## src/rtl/fp19_mul_pipe.sv

```systemverilog
`default_nettype none
// ============================================================================
//  Module      : fp19_mul_pipe
//  Description : Three-stage pipelined multiplier for the 19-bit float format
//                {sign, exp[7:0] bias 127, frac[9:0]}. It uses a valid/ready
//                handshake with a full-pipeline stall. A sideband tag travels
//                with every operation.
//  Revision    : 1.0 - initial release
// ----------------------------------------------------------------------------
//  Ports
//    clk        in   rising-edge clock
//    rst_n      in   asynchronous active-low reset
//    in_valid   in   operand pair valid
//    in_ready   out  operand pair accepted this cycle (global enable)
//    in_a/in_b  in   19-bit operands
//    in_tag     in   sideband tag, returned with the product
//    out_valid  out  product valid
//    out_ready  in   downstream accepts product
//    out_data   out  19-bit product
//    out_exc    out  exception flag (special operand or exponent overflow)
//    out_tag    out  tag of the product on out_data
// ============================================================================
module fp19_mul_pipe #(
    parameter int TAG_W = 4
) (
    input  logic             clk,
    input  logic             rst_n,
    input  logic             in_valid,
    output logic             in_ready,
    input  logic [18:0]      in_a,
    input  logic [18:0]      in_b,
    input  logic [TAG_W-1:0] in_tag,
    output logic             out_valid,
    input  logic             out_ready,
    output logic [18:0]      out_data,
    output logic             out_exc,
    output logic [TAG_W-1:0] out_tag
);

    // Pipeline enable. All stages advance or freeze together.
    logic w_en;

    // ---------------- Stage 1: unpack ----------------
    logic [7:0]       w_exp_a, w_exp_b;
    logic [10:0]      s1_man_a_d, s1_man_b_d;
    logic [9:0]       s1_esum_d;
    logic             s1_sign_d, s1_spec_d, s1_zero_d;

    logic             s1_valid_q, s1_sign_q, s1_spec_q, s1_zero_q;
    logic [10:0]      s1_man_a_q, s1_man_b_q;
    logic [9:0]       s1_esum_q;
    logic [TAG_W-1:0] s1_tag_q;

    // ---------------- Stage 2: multiply ----------------
    // Only product bits [21:10] are kept: truncation discards the rest.
    logic [11:0]      s2_phi_d;
    logic [9:0]       s2_exp_d;

    logic             s2_valid_q, s2_sign_q, s2_spec_q, s2_zero_q;
    logic [11:0]      s2_phi_q;
    logic [9:0]       s2_exp_q;
    logic [TAG_W-1:0] s2_tag_q;

    // ---------------- Stage 3: normalize / pack ----------------
    logic signed [9:0] w_exp_n;
    logic [9:0]        w_frac;
    logic              w_ovf, w_unf;
    logic [18:0]       out_data_d;
    logic              out_exc_d;

    logic              out_valid_q, out_exc_q;
    logic [18:0]       out_data_q;
    logic [TAG_W-1:0]  out_tag_q;

    assign w_en     = ~out_valid_q | out_ready;
    assign in_ready = w_en;

    // Stage 1 combinational decode
    assign w_exp_a    = in_a[17:10];
    assign w_exp_b    = in_b[17:10];
    assign s1_sign_d  = in_a[18] ^ in_b[18];
    assign s1_man_a_d = {|w_exp_a, in_a[9:0]};
    assign s1_man_b_d = {|w_exp_b, in_b[9:0]};
    assign s1_esum_d  = {2'b00, w_exp_a} + {2'b00, w_exp_b};
    assign s1_spec_d  = (&w_exp_a) | (&w_exp_b);
    assign s1_zero_d  = ~(|w_exp_a) | ~(|w_exp_b);

    // Stage 2 combinational multiply and bias removal
    assign s2_phi_d = 12'((22'(s1_man_a_q) * 22'(s1_man_b_q)) >> 10);
    assign s2_exp_d = s1_esum_q - 10'd127;

    // Stage 3 combinational normalize and pack
    always_comb begin
        w_exp_n    = $signed(s2_exp_q);
        w_frac     = s2_phi_q[9:0];
        if (s2_phi_q[11]) begin
            // Product in [2,4): shift right one place and bump the exponent.
            w_exp_n = $signed(s2_exp_q + 10'd1);
            w_frac  = s2_phi_q[10:1];
        end
        w_ovf      = (w_exp_n >= 10'sd255);
        w_unf      = (w_exp_n <= 10'sd0);
        out_data_d = {s2_sign_q, w_exp_n[7:0], w_frac};
        out_exc_d  = 1'b0;
        if (s2_spec_q || w_ovf) begin
            out_data_d = 19'd0;
            out_exc_d  = 1'b1;
        end else if (s2_zero_q || w_unf) begin
            out_data_d = 19'd0;
        end
    end

    // Stage registers. Valid bits advance on every enabled cycle so bubbles
    // move through; payload only loads behind a valid slot so the output
    // registers keep their last product while out_valid is low.
    always_ff @(posedge clk or negedge rst_n) begin
        if (!rst_n) begin
            s1_valid_q  <= 1'b0;
            s1_sign_q   <= 1'b0;
            s1_spec_q   <= 1'b0;
            s1_zero_q   <= 1'b0;
            s1_man_a_q  <= 11'd0;
            s1_man_b_q  <= 11'd0;
            s1_esum_q   <= 10'd0;
            s1_tag_q    <= '0;
            s2_valid_q  <= 1'b0;
            s2_sign_q   <= 1'b0;
            s2_spec_q   <= 1'b0;
            s2_zero_q   <= 1'b0;
            s2_phi_q    <= 12'd0;
            s2_exp_q    <= 10'd0;
            s2_tag_q    <= '0;
            out_valid_q <= 1'b0;
            out_data_q  <= 19'd0;
            out_exc_q   <= 1'b0;
            out_tag_q   <= '0;
        end else if (w_en) begin
            s1_valid_q  <= in_valid;
            s2_valid_q  <= s1_valid_q;
            out_valid_q <= s2_valid_q;
            if (in_valid) begin
                s1_sign_q  <= s1_sign_d;
                s1_spec_q  <= s1_spec_d;
                s1_zero_q  <= s1_zero_d;
                s1_man_a_q <= s1_man_a_d;
                s1_man_b_q <= s1_man_b_d;
                s1_esum_q  <= s1_esum_d;
                s1_tag_q   <= in_tag;
            end
            if (s1_valid_q) begin
                s2_sign_q <= s1_sign_q;
                s2_spec_q <= s1_spec_q;
                s2_zero_q <= s1_zero_q;
                s2_phi_q  <= s2_phi_d;
                s2_exp_q  <= s2_exp_d;
                s2_tag_q  <= s1_tag_q;
            end
            if (s2_valid_q) begin
                out_data_q <= out_data_d;
                out_exc_q  <= out_exc_d;
                out_tag_q  <= s2_tag_q;
            end
        end
    end

    assign out_valid = out_valid_q;
    assign out_data  = out_data_q;
    assign out_exc   = out_exc_q;
    assign out_tag   = out_tag_q;

endmodule
`default_nettype wire

```

## config.mk

```make
export PLATFORM = sky130hd
export DESIGN_NAME = fp19_mul_pipe
export DESIGN_NICKNAME = d
export VERILOG_FILES = /design/src/rtl/fp19_mul_pipe.sv
export SDC_FILE = /design/constraint.sdc
export NUM_CORES = 1
export LEC_CHECK = 0
export ABC_AREA = 1
export BUFFER_PORTS_ARGS = -buffer_cell sky130_fd_sc_hd__buf_2
export CORE_ASPECT_RATIO = 1.1
export CORE_MARGIN = 5
export CORE_UTILIZATION = 62
export DETAILED_ROUTE_END_ITERATION = 10
export HOLD_SLACK_MARGIN = 0.08
export PLACE_DENSITY = 0.82
export SETUP_SLACK_MARGIN = 0.02
export SLEW_MARGIN = 10
export SYNTH_ARGS = -nofsm -noshare
export SYNTH_HDL_FRONTEND = slang
export SYNTH_SLANG_ARGS = --single-unit
```

## constraint.sdc

```tcl
create_clock -name clk -period 6.09 [get_ports clk]
set_input_delay 1.218 -clock clk [delete_from_list [all_inputs] [get_ports clk]]
set_output_delay 1.218 -clock clk [all_outputs]
set_load 0.02 [all_outputs]
```

* Word-level counts from Yosys, hierarchy flattened
Index checks and enable logic that the tools add are counted.
Operators by class: muxes and demuxes 5, reduce and logical (&&, ||, !) cells 9, bitwise operators 7, add/sub/neg operators 3, magnitude comparators 2, $mul 1
Operators by type and width (count):
- 2-to-1 mux 19 bit | 2
- multiplier 11 x 11 -> 22 bit | 1
- 2-to-1 mux 10 bit | 2
- AND reduction 8 bit | 2
- OR reduction 8 bit | 2
- adder 10 x 1 -> 10 bit (second input constant) | 1
- greater-or-equal comparator 10 x 9 -> 1 bit (second input constant) | 1
- less-or-equal comparator 10 x 1 -> 1 bit (second input constant) | 1
- subtractor 10 x 7 -> 10 bit (second input constant) | 1
- adder 8 x 8 -> 9 bit | 1
- AND reduction 2 bit | 3
- inverter 1 bit | 3
- bitwise OR 1 bit | 3
- logical OR 1 bit | 2
- 2-to-1 mux 1 bit | 1
- bitwise XOR 1 bit | 1
Word-level totals: output and inout port bits 26, word-level logic and storage cells 46, register bits after elaboration 95, input bits 46

* Logic depth before layout (Yosys ltp)
Gate-level depths: netlist of the first run.
depth in word-level cells 6, mapped depth 25, gate-level depth less buffers 24

* Worst setup path before layout of the first run
Ideal clock, no wire load.
kind register -> register, from reg s1_man_b_q[10], to reg s2_phi_q[11], setup slack 1392 ps, clock period less this slack 4698 ps, data required time 5967 ps, setup time 123 ps, buffers on the path 1, cell stages (with the launch flop) 22, data arrival time 4575 ps, cell sequence dfrtp_1 -> clkbuf_1 -> nand2_1 -> fa_1 -> fa_1 -> inv_1 -> fa_1 -> fa_1 -> inv_1 -> fa_1 -> inv_1 -> ha_1 -> a21oi_1 -> nor2_1 -> nor2_1 -> nand2_1 -> nand2_1 -> nand3_1 -> nand2_1 -> inv_1 -> o21ai_0 -> nand2_1
Between the ends: longest elaborated chain between the ends 1
Ends and longest elaborated chain:
- start: declaration | RTL line 50 | logic [10:0] s1_man_a_q, s1_man_b_q;
- start signal: assignment | RTL line 146 | s1_man_b_q <= s1_man_b_d;
- multiplier 11 x 11 -> 22 bit | RTL line 89 | assign s2_phi_d = 12'((22'(s1_man_a_q) * 22'(s1_man_b_q)) >> 10);
- end signal: assignment | RTL line 154 | s2_phi_q <= s2_phi_d;
- end: declaration | RTL line 60 | logic [11:0] s2_phi_q;
Every way passes these cells. A chain may end at the register's enable or synchronous reset.

* Final worst setup path of the first run
from reg s1_man_a_q[1], to reg s2_phi_q[11]
Between the ends: longest elaborated chain between the ends 1
Ends and longest elaborated chain:
- start: declaration | RTL line 50
- start signal: assignment | RTL line 145 | s1_man_a_q <= s1_man_a_d;
- multiplier 11 x 11 -> 22 bit | RTL line 89
Every way passes these cells.

==> flow_metrics.py, run 1 <==
metrics = {
    "status": {
        "outcome": "complete, no violations",
    },
    "final_layout": {
        "diodes": 0,
        "area_growth_pct": 8.44,
        "drive_gt1_share_pct": 9.13,
        "nets": 1382,
        "final_core_util_pct": 68.2,
    },
    "yosys": {
        "synth_area_per_cell_um2": 7.56,
        "netlist_area_um2": 8680,
        "synthFlopType": "dfrtp_1",
        "synth_edf_count": 0,
        "synth_cells": 1148,
        "synth.most_common_cell": "nand2_1",
        "synthTopCellsByArea": "dfrtp_1 27%, fa_1 18%, nand2_1 17%, inv_1 9.7%, ha_1 9.7%",
        "yosysWarnings": 0,
        "yosys-top-cells-count": "391 x nand2_1, 225 x inv_1, 94 x dfrtp_1, 80 x fa_1, 67 x ha_1",
        "synth_area_leader_cell": "dfrtp_1",
        "ys_seq_area_share_pct": 27.1,
        "syn_nets": 1341,
        "ys_types": 39,
        "async_flop_share_pct": 100,
        "ys_seq_elements": 94,
        "synth.top_cell.area_share_pct": 27.1,
    },
    "worst_setup_path": {
        "r2r_slack_ps": 1080,
        "cp_max_fo": 11,
        "regToRegEndpoint": "s2_phi_q[11]",
        "crit_path_end_kind": "register",
        "worstSetupEndpoint": "s2_phi_q[11]",
        "cp-start-kind": "register",
        "r2r_start": "s1_man_a_q[1]",
        "arrival_ps": 5260,
        "cp.required_ps": 6330,
        "r2r_cells": 20,
        "worstSetupPathType": "reg2reg",
        "startpoint": "s1_man_a_q[1]",
    },
    "timing": {
        "period_share_pct": 82.3,
        "rsz0062_at_grt": "false",
        "slew_headroom_pct": 30.1,
        "slew_violations": 0,
        "fmax_ghz": 0.199,
        "setup_violations": 0,
        "fin_tns_setup_ps": 0,
        "fin_skew_ps": 7.34,
        "hold_viol": 0,
        "worst_slew_pin_slew_ps": 1050,
        "period_needed_ps": 5010,
    },
    "global_route": {
        "grt_pass1_wl_mm": 32.1,
        "overflow": 0,
        "grt_max_degree": 69,
        "grt_pass1_vias": 7029,
        "grt_antenna_before_repair": 0,
        "grt_util_all_layers_pct": 24.1,
    },
    "detailed_routing": {
        "drt_wl_total_mm": 18.3,
        "dr.pass1.iters": 5,
        "routedWlPerCell_um": 13.3,
        "drc": 0,
        "antenna_left": 0,
        "first_iter_violations": 339,
        "vias": 7092,
        "viasPerCell": 5.13,
    },
    "die": {
        "die_w_um": 123,
        "core_area_um2": 13800,
        "io_pins": 72,
        "fp.dieH_um": 134,
        "initial_utilization_pct": 62.9,
        "row_count": 45,
        "die_area_um2": 16500,
    },
    "clock_network": {
        "numCtsBuffers": 9,
        "post_cts_buffers": 0,
        "cts_sinks": 94,
        "cts-root-buf": "clkbuf_16",
        "cts_hold_buf": 0,
        "cts_max_path_buffers": 2,
        "cts_resized": 0,
        "cts_tree": "yes",
        "htreeDepth": 3,
        "clk_latency_ps": 360,
        "cts.clk_slew.worst_paths_ps": 70,
    },
    "run": {
        "cap_viol_max_count": 0,
    },
    "place": {
        "gp_congestion": 0.923,
        "place_hpwl_mm": 14.3,
        "portBuffers": 71,
    },
    "min_path": {
        "hold_path_class": "reg2reg",
    },
}
[layout make-up]
cell class / instances / area [µm²]
Inverter: 228 / 856
Clock buffer: 9 / 225
Fill cell: 1151 / 4390
Clock inverter: 7 / 63.8
Tap cell: 188 / 235
Multi-Input combinational cell: 780 / 5280
Timing Repair Buffer: 76 / 395
Sequential cell: 94 / 2350
[worst min path at each step]
stage | from | end | slack (ps) | depth (start not counted)
after floorplan | s2_sign_q | s2_sign_q | 440 | 2
final | out_data[6] | out_data[6] | 470 | 2
after global routing | out_data[12] | out_data[12] | 490 | 2
after global placement | s2_sign_q | s2_sign_q | 450 | 2
after CTS | out_data[7] | out_data[7] | 480 | 2
after detailed placement | out_data[13] | out_data[13] | 460 | 2
[layer usage]
layer	vias to the layer above	global-route usage [%]	share of wire, %
li1	3561	-	-
met1	3325	32.7	44
met2	176	39.7	48
met3	30	3.46	5.2
met4	0	8.40	2.2
met5	-	0	0
[critical path, stage by stage, from the launching register on]
cell and delay (ps):
dfrtp_1 630, nand2_1 140, fa_1 520, fa_1 550
inv_1 60, fa_1 500, fa_1 550, inv_1 50
fa_1 530, inv_1 40, ha_1 340, a21oi_1 220
nor2_1 70, nor2_1 150, nand2_1 90, nand2_1 60
nand3_1 80, nand2_1 70, inv_1 30, o21ai_0 130
nand2_1 70
[cells by family (layout without fill, tap and decap cells)]
logic type / count (synthesis) / in the layout / share of synthesized area [%]
compound gates: 89 / 89 / 5.48
xor+xnor: 15 / 15 / 1.51
fa+ha+maj: 147 / 147 / 28.1
buf+inv: 274 / 320 / 12.1
flops: 94 / 94 / 27.1
mux: 1 / 1 / 0.130
simple gates: 528 / 528 / 25.6
[sequential cells by signal, summed over array words and instances (netlist names), 4 cells and up]
register	count
s1_man_a_q	11
s1_esum_q	9
s2_exp_q	10
out_tag	4
s1_man_b_q	11
s2_tag_q	4
s1_tag_q	4
s2_phi_q	12
out_data	19
[per-stage QoR]
stage / cell area (µm²) / worst slack (ps) / cells / hold WS (ps)
floorplan: 8680 / 1390 / 1148 / 442
global placement: 9120 / 1170 / 1366 / 455
detailed placement: 9120 / 1100 / 1366 / 462
CTS: 9410 / 1090 / 1382 / 480
global route: 9410 / 669 / 1382 / 494
finish: 9410 / 1080 / 1382 / 472
[cell usage in the layout, fill, tap and decap left out, types with 3 or more instances in the layout]
cell / synthesis / final
a21oi_1: 29 / 29
buf_2: 4 / 70
buf_4: 0 / 6
clkbuf_16: 0 / 9
dfrtp_1: 94 / 94
fa_1: 80 / 80
ha_1: 67 / 67
inv_1: 225 / 225
nand2_1: 391 / 391
nand3_1: 29 / 29
nand3b_1: 5 / 5
nand4_1: 31 / 31
nor2_1: 46 / 44
nor2_2: 1 / 3
nor3_1: 9 / 9
nor4_1: 4 / 4
o21a_1: 3 / 3
o21ai_0: 45 / 45
o22ai_1: 3 / 3
xnor2_1: 6 / 6
xor2_1: 9 / 9
Power of run 1 is not shown: default switching activity piles up to over one toggle a cycle in this logic, so the estimate is an artifact.
==> run 2: changes to the inputs <==
ABC_AREA = 0   (was 1)
CORE_UTILIZATION = 55   (was 62)
PLACE_DENSITY = 0.77   (was 0.82)
clock period = 4.6 ns   (was 6.09 ns; I/O delays follow)
==> flow_metrics.py, run 2 <==
metrics = {
    "final_layout": {
        "nets": 1158,
        "diodes": 0,
        "layout_commonest_cell": "nand2_1",
        "final_cells": 1162,
        "area_growth_pct": 22.9,
        "drive_gt1_share_pct": 32.1,
        "final_cell_mix": "108 x nand2_1, 92 x inv_1, 89 x buf_4",
        "postLayoutCellArea_um2": 9950,
        "largest_register_ff_count": 19,
    },
    "clock_network": {
        "cts_max_path_buffers": 2,
        "cts.clk_slew.worst_paths_ps": 70,
        "cts-root-buf": "clkbuf_16",
        "cts_sinks": 94,
        "cts_tree": "yes",
        "clk_latency_ps": 360,
        "numCtsBuffers": 9,
        "htreeDepth": 3,
    },
    "yosys": {
        "async_flop_share_pct": 100,
        "synthFlopType": "dfrtp_1",
        "synth_area_per_cell_um2": 9.84,
        "synth_edf_count": 0,
        "synthTopCellsByArea": "dfrtp_1 29%, fa_1 20%, ha_1 10%, mux2_2 5.4%, nand2_1 5.4%",
        "ys_seq_area_share_pct": 29.1,
        "ys_seq_elements": 94,
        "syn_nets": 1016,
        "synth_cells": 823,
        "synth_area_leader_cell": "dfrtp_1",
        "ys_types": 51,
        "yosys-top-cells-count": "116 x nand2_1, 101 x inv_1, 94 x dfrtp_1, 80 x fa_1, 69 x and2_1",
        "synth.most_common_cell": "nand2_1",
        "synth.top_cell.area_share_pct": 29.1,
        "netlist_area_um2": 8100,
        "yosysWarnings": 0,
    },
    "detailed_routing": {
        "drc": 0,
        "first_iter_violations": 311,
        "drt-met1-wl_mm": 7.88,
        "dr.pass1.iters": 5,
        "vias": 6214,
        "highest_layer": "met4",
        "antenna_left": 0,
        "wl_met3_um": 692,
        "drt_wl_total_mm": 18.8,
        "viasPerCell": 5.35,
        "dr_wl_met2_mm": 9.74,
        "routedWlPerCell_um": 16.2,
    },
    "timing": {
        "hold_slack_ps": 475,
        "fmax_ghz": 0.202,
        "period_needed_ps": 4940,
        "slew_violations": 0,
        "setup_violations": 12,
        "slew_headroom_pct": 29.5,
        "rsz0062_at_grt": "true",
        "fin_skew_ps": 9.47,
        "fin_tns_setup_ps": -2730,
        "worst_slack_ps": -343,
        "hold_viol": 0,
        "worst_slew_pin_slew_ps": 1050,
        "period_share_pct": 107,
    },
    "die": {
        "die_area_um2": 17200,
        "initial_utilization_pct": 56.0,
        "io_pins": 72,
        "fp.dieH_um": 137,
        "row_count": 46,
        "die_w_um": 126,
        "core_area_um2": 14400,
    },
    "global_route": {
        "overflow": 0,
        "grt_pass1_vias": 6366,
        "grt_antenna_before_repair": 0,
        "grt_util_all_layers_pct": 21.9,
        "grt_max_degree": 70,
        "grt_pass1_wl_mm": 30.3,
    },
    "place": {
        "place_hpwl_mm": 13.5,
        "dp.cells": 1097,
        "portBuffers": 71,
        "gp_congestion": 0.840,
        "placed_area_um2": 9040,
    },
    "status": {
        "outcome": "finished, violations left",
        "violations": "negative setup slack",
    },
    "worst_setup_path": {
        "r2r_start": "s1_man_a_q[4]",
        "worstSetupPathType": "reg2reg",
        "startpoint": "s1_man_a_q[4]",
        "cp.required_ps": 4790,
        "cp_max_fo": 4,
        "arrival_ps": 5130,
        "cp-start-kind": "register",
        "crit_path_end_kind": "register",
    },
    "min_path": {
        "hold_path_class": "reg2reg",
        "worstHoldStart": "out_data[0]",
    },
    "run": {
        "cap_viol_max_count": 0,
    },
}
## run 2: changes by cell type in the layout (fill, tap and decap cells not counted), sizes merged, moves of 14 or more
cell,previous run,this run
nand2,394,117
inv,231,103
buf,76,169
and2,1,70
nor2,51,12
mux2,1,39
nand4,31,10
nand3,30,10
xnor2,6,21
a21oi,29,15
## run 2: routing by layer
layer  vias up  global-route usage, %
li1       2973                      -
met1      3054                   27.4
met2       153                   39.7
met3        34                   3.14
met4         0                   6.75
met5         -                      0
## run 2: critical path, stage by stage, from the launching register on
cell,delay (ps)
dfrtp_2,410
buf_4,150
and2_1,180
fa_2,590
fa_1,450
fa_2,390
fa_1,510
inv_1,50
fa_1,500
inv_2,50
ha_4,250
a21o_1,180
a221o_1,370
a21oi_2,180
buf_4,150
o21ai_4,60
a211oi_2,230
o31ai_1,100
## run 2: kinds of logic (layout without fill, tap and decap cells)
| logic type | Yosys count | in the layout | synth area share, % |
|---|---|---|---|
| XOR/XNOR | 35 | 35 | 3.79 |
| AO/OA/AOI/OAI | 110 | 110 | 8.19 |
| buffers and inverters | 140 | 287 | 6.57 |
| multiplexers | 51 | 51 | 6.91 |
| AND/OR/NAND/NOR | 246 | 246 | 15.3 |
| flip-flops | 94 | 94 | 29.1 |
| adder cells (fa/ha/maj) | 147 | 147 | 30.1 |
## run 2: cell type report
| class | instances | area [µm²] |
|---|---|---|
| clock inverters | 5 | 42.5 |
| repair buffers | 170 | 1130 |
| inverters | 101 | 379 |
| clock buffers | 11 | 243 |
| flip-flops and latches | 94 | 2380 |
| fillers | 1100 | 4500 |
| multi-input cells | 589 | 5540 |
| well taps | 192 | 240 |
## run 2: final timing paths
check,end,slack [ps],cells past startpoint
max in group asynchronous,s1_man_a_q[0],2990,2
worst max-delay path,s2_phi_q[8],-340,17
min in group asynchronous,out_tag[0],680,1
worst max register to register,s2_phi_q[8],-340,17
worst min register to register,out_data[0],470,2
worst min-delay path,out_data[0],470,2
## run 2: repair_timing
item / CTS / global route
endpoints found under the setup margin: 12 / 12
setup buffers: 27 / 22
pin swaps: 33 / 38
hold buffers: 0 / 0
gates resized for setup: 45 / 41
endpoints found under the hold margin: 0 / 0
## run 2: metrics by stage
stage / util (%) / worst slack [ps]
floorplan: - / -151
global placement: 62.6 / -371
detailed placement: 62.6 / -513
CTS: 66.6 / -368
global route: 68.9 / -515
finish: 68.9 / -343
Power of run 2 is left out for the same reason.
==> run 3: changes to the inputs <==
ABC_CLOCK_PERIOD_IN_PS = 5910   (was default)
CORE_UTILIZATION = 66   (was 55)
PLACE_DENSITY = 0.87   (was 0.77)
RECOVER_POWER = 25   (was default)
clock period = 5.91 ns   (was 4.6 ns; I/O delays follow)
==> flow_metrics.py, run 3 (synthesis results as in run 2) <==
metrics = {
    "status": {
        "outcome": "finished, violations left",
        "violations": "max-capacitance violations, max-slew violations",
    },
    "timing": {
        "worst_slew_pin_slew_ps": 1700,
        "period_share_pct": 93.1,
        "slew_violations": 96,
        "setup_violations": 0,
        "period_needed_ps": 5500,
        "fin_skew_ps": 7.81,
        "fmax_ghz": 0.182,
        "fin_tns_setup_ps": 0,
        "rsz0062_at_grt": "false",
        "hold_viol": 0,
        "slew_headroom_pct": -13.0,
    },
    "final_layout": {
        "final_cell_mix": "115 x nand2_1, 101 x inv_1, 94 x dfrtp_1",
        "seqCellArea_um2": 2350,
        "multi_input_area_um2": 5210,
        "nets": 1063,
        "largest_register_ff_count": 19,
        "diodes": 0,
        "fill_cells": 828,
        "drive_gt1_share_pct": 13.5,
        "layout_commonest_cell": "nand2_1",
        "area_growth_pct": 8.38,
    },
    "clock_network": {
        "cts_tree": "yes",
        "cts.clk_slew.worst_paths_ps": 70,
        "cts_hold_buf": 0,
        "cts_sinks": 94,
        "cts_max_path_buffers": 2,
        "numCtsBuffers": 9,
        "post_cts_buffers": 0,
        "cts_resized": 0,
        "clk_latency_ps": 350,
        "cts-root-buf": "clkbuf_16",
        "htreeDepth": 3,
    },
    "worst_setup_path": {
        "cp_max_fo": 12,
        "cp-start-kind": "register",
        "worstSetupPathType": "reg2reg",
        "cp.required_ps": 6190,
        "arrival_ps": 5780,
        "cpPeakStageDelay_ps": 550,
        "crit_top_cell": "fa_1",
        "critPathSlowestCell": "dfrtp_1",
        "crit_path_end_kind": "register",
        "path_cells": "and2_1 > fa_1 > fa_1 > fa_1 > fa_1 > inv_1 > fa_1 > inv_1 > ha_1 > a21o_1 > a31oi_1 > a31o_2 > a21oi_1 > a311o_1 > nor4_1 > a311o_1",
    },
    "global_route": {
        "grt_util_all_layers_pct": 26.6,
        "grt_antenna_before_repair": 0,
        "grt_pass1_vias": 6445,
        "grt_max_degree": 63,
        "overflow": 0,
        "grt_pass1_wl_mm": 30.6,
    },
    "die": {
        "fp.dieH_um": 126,
        "io_pins": 72,
        "die_w_um": 116,
        "initial_utilization_pct": 67.3,
        "row_count": 42,
        "core_area_um2": 12000,
        "die_area_um2": 14600,
    },
    "run": {
        "cap_viol_max_count": 2,
    },
    "place": {
        "gp_congestion": 0.896,
        "place_hpwl_mm": 13.6,
        "portBuffers": 71,
    },
    "detailed_routing": {
        "drt_wl_total_mm": 17.7,
        "drc": 0,
        "routedWlPerCell_um": 17.2,
        "vias": 6029,
        "first_iter_violations": 483,
        "dr.pass1.iters": 5,
        "viasPerCell": 5.86,
        "antenna_left": 0,
    },
    "min_path": {
        "hold_path_class": "reg2reg",
    },
}
[run 3: changes by cell type in the layout (fill, tap and decap cells not counted), sizes merged]
cell,before,now
buf,169,55
clkbuf,12,32
clkinvlp,3,1
clkinv,0,1
[run 3: cell type report]
cell class / instances / share of cell area, %
clock buffers: 12 / 2.81
well taps: 154 / 2.20
clock inverters: 4 / 0.342
flip-flops and latches: 94 / 26.8
repair buffers: 75 / 4.09
multi-input cells: 589 / 59.4
inverters: 101 / 4.32
[run 3: stage by stage]
step	instance area (µm²)	std cells	worst slack (ps)	util (%)	hold slack [ps]
after floorplan	8100	823	831	-	436
after global placement	8530	1013	670	70.8	453
after detailed placement	8530	1013	498	70.8	467
after CTS	8800	1029	456	73.1	480
after global routing	8770	1029	217	72.9	514
final	8770	1029	410	72.9	479
[run 3: layer usage]
layer	up-vias	track usage, %	routed length (µm)
li1	2778	-	-
met1	2941	34.8	7020
met2	256	42.8	8560
met3	54	5.61	1430
met4	0	11.3	649
met5	-	0	0
[run 3: worst max-delay path, delay by kind of cell, from the launching register on]
family,cells,cell delay (ps)
AOI/OAI and AO/OA,6,1200
and+or+nand+nor,2,550
adders and majority gates,6,3040
buffers and inverters,2,100
DFF,1,550
[run 3: final timing paths]
check                         startpoint       endpoint  slack [ps]  cells after the start
max in group asynchronous          rst_n  s1_man_a_q[1]        2380                      2
min in group asynchronous          rst_n    s1_tag_q[1]        1260                      1
setup / recovery           s1_man_a_q[1]   s2_phi_q[11]         410                     16
setup reg to reg           s1_man_a_q[1]   s2_phi_q[11]         410                     16
hold reg to reg               s2_valid_q      out_valid         480                      2
hold / removal                s2_valid_q      out_valid         480                      2
Power of run 3 is left out for the same reason.
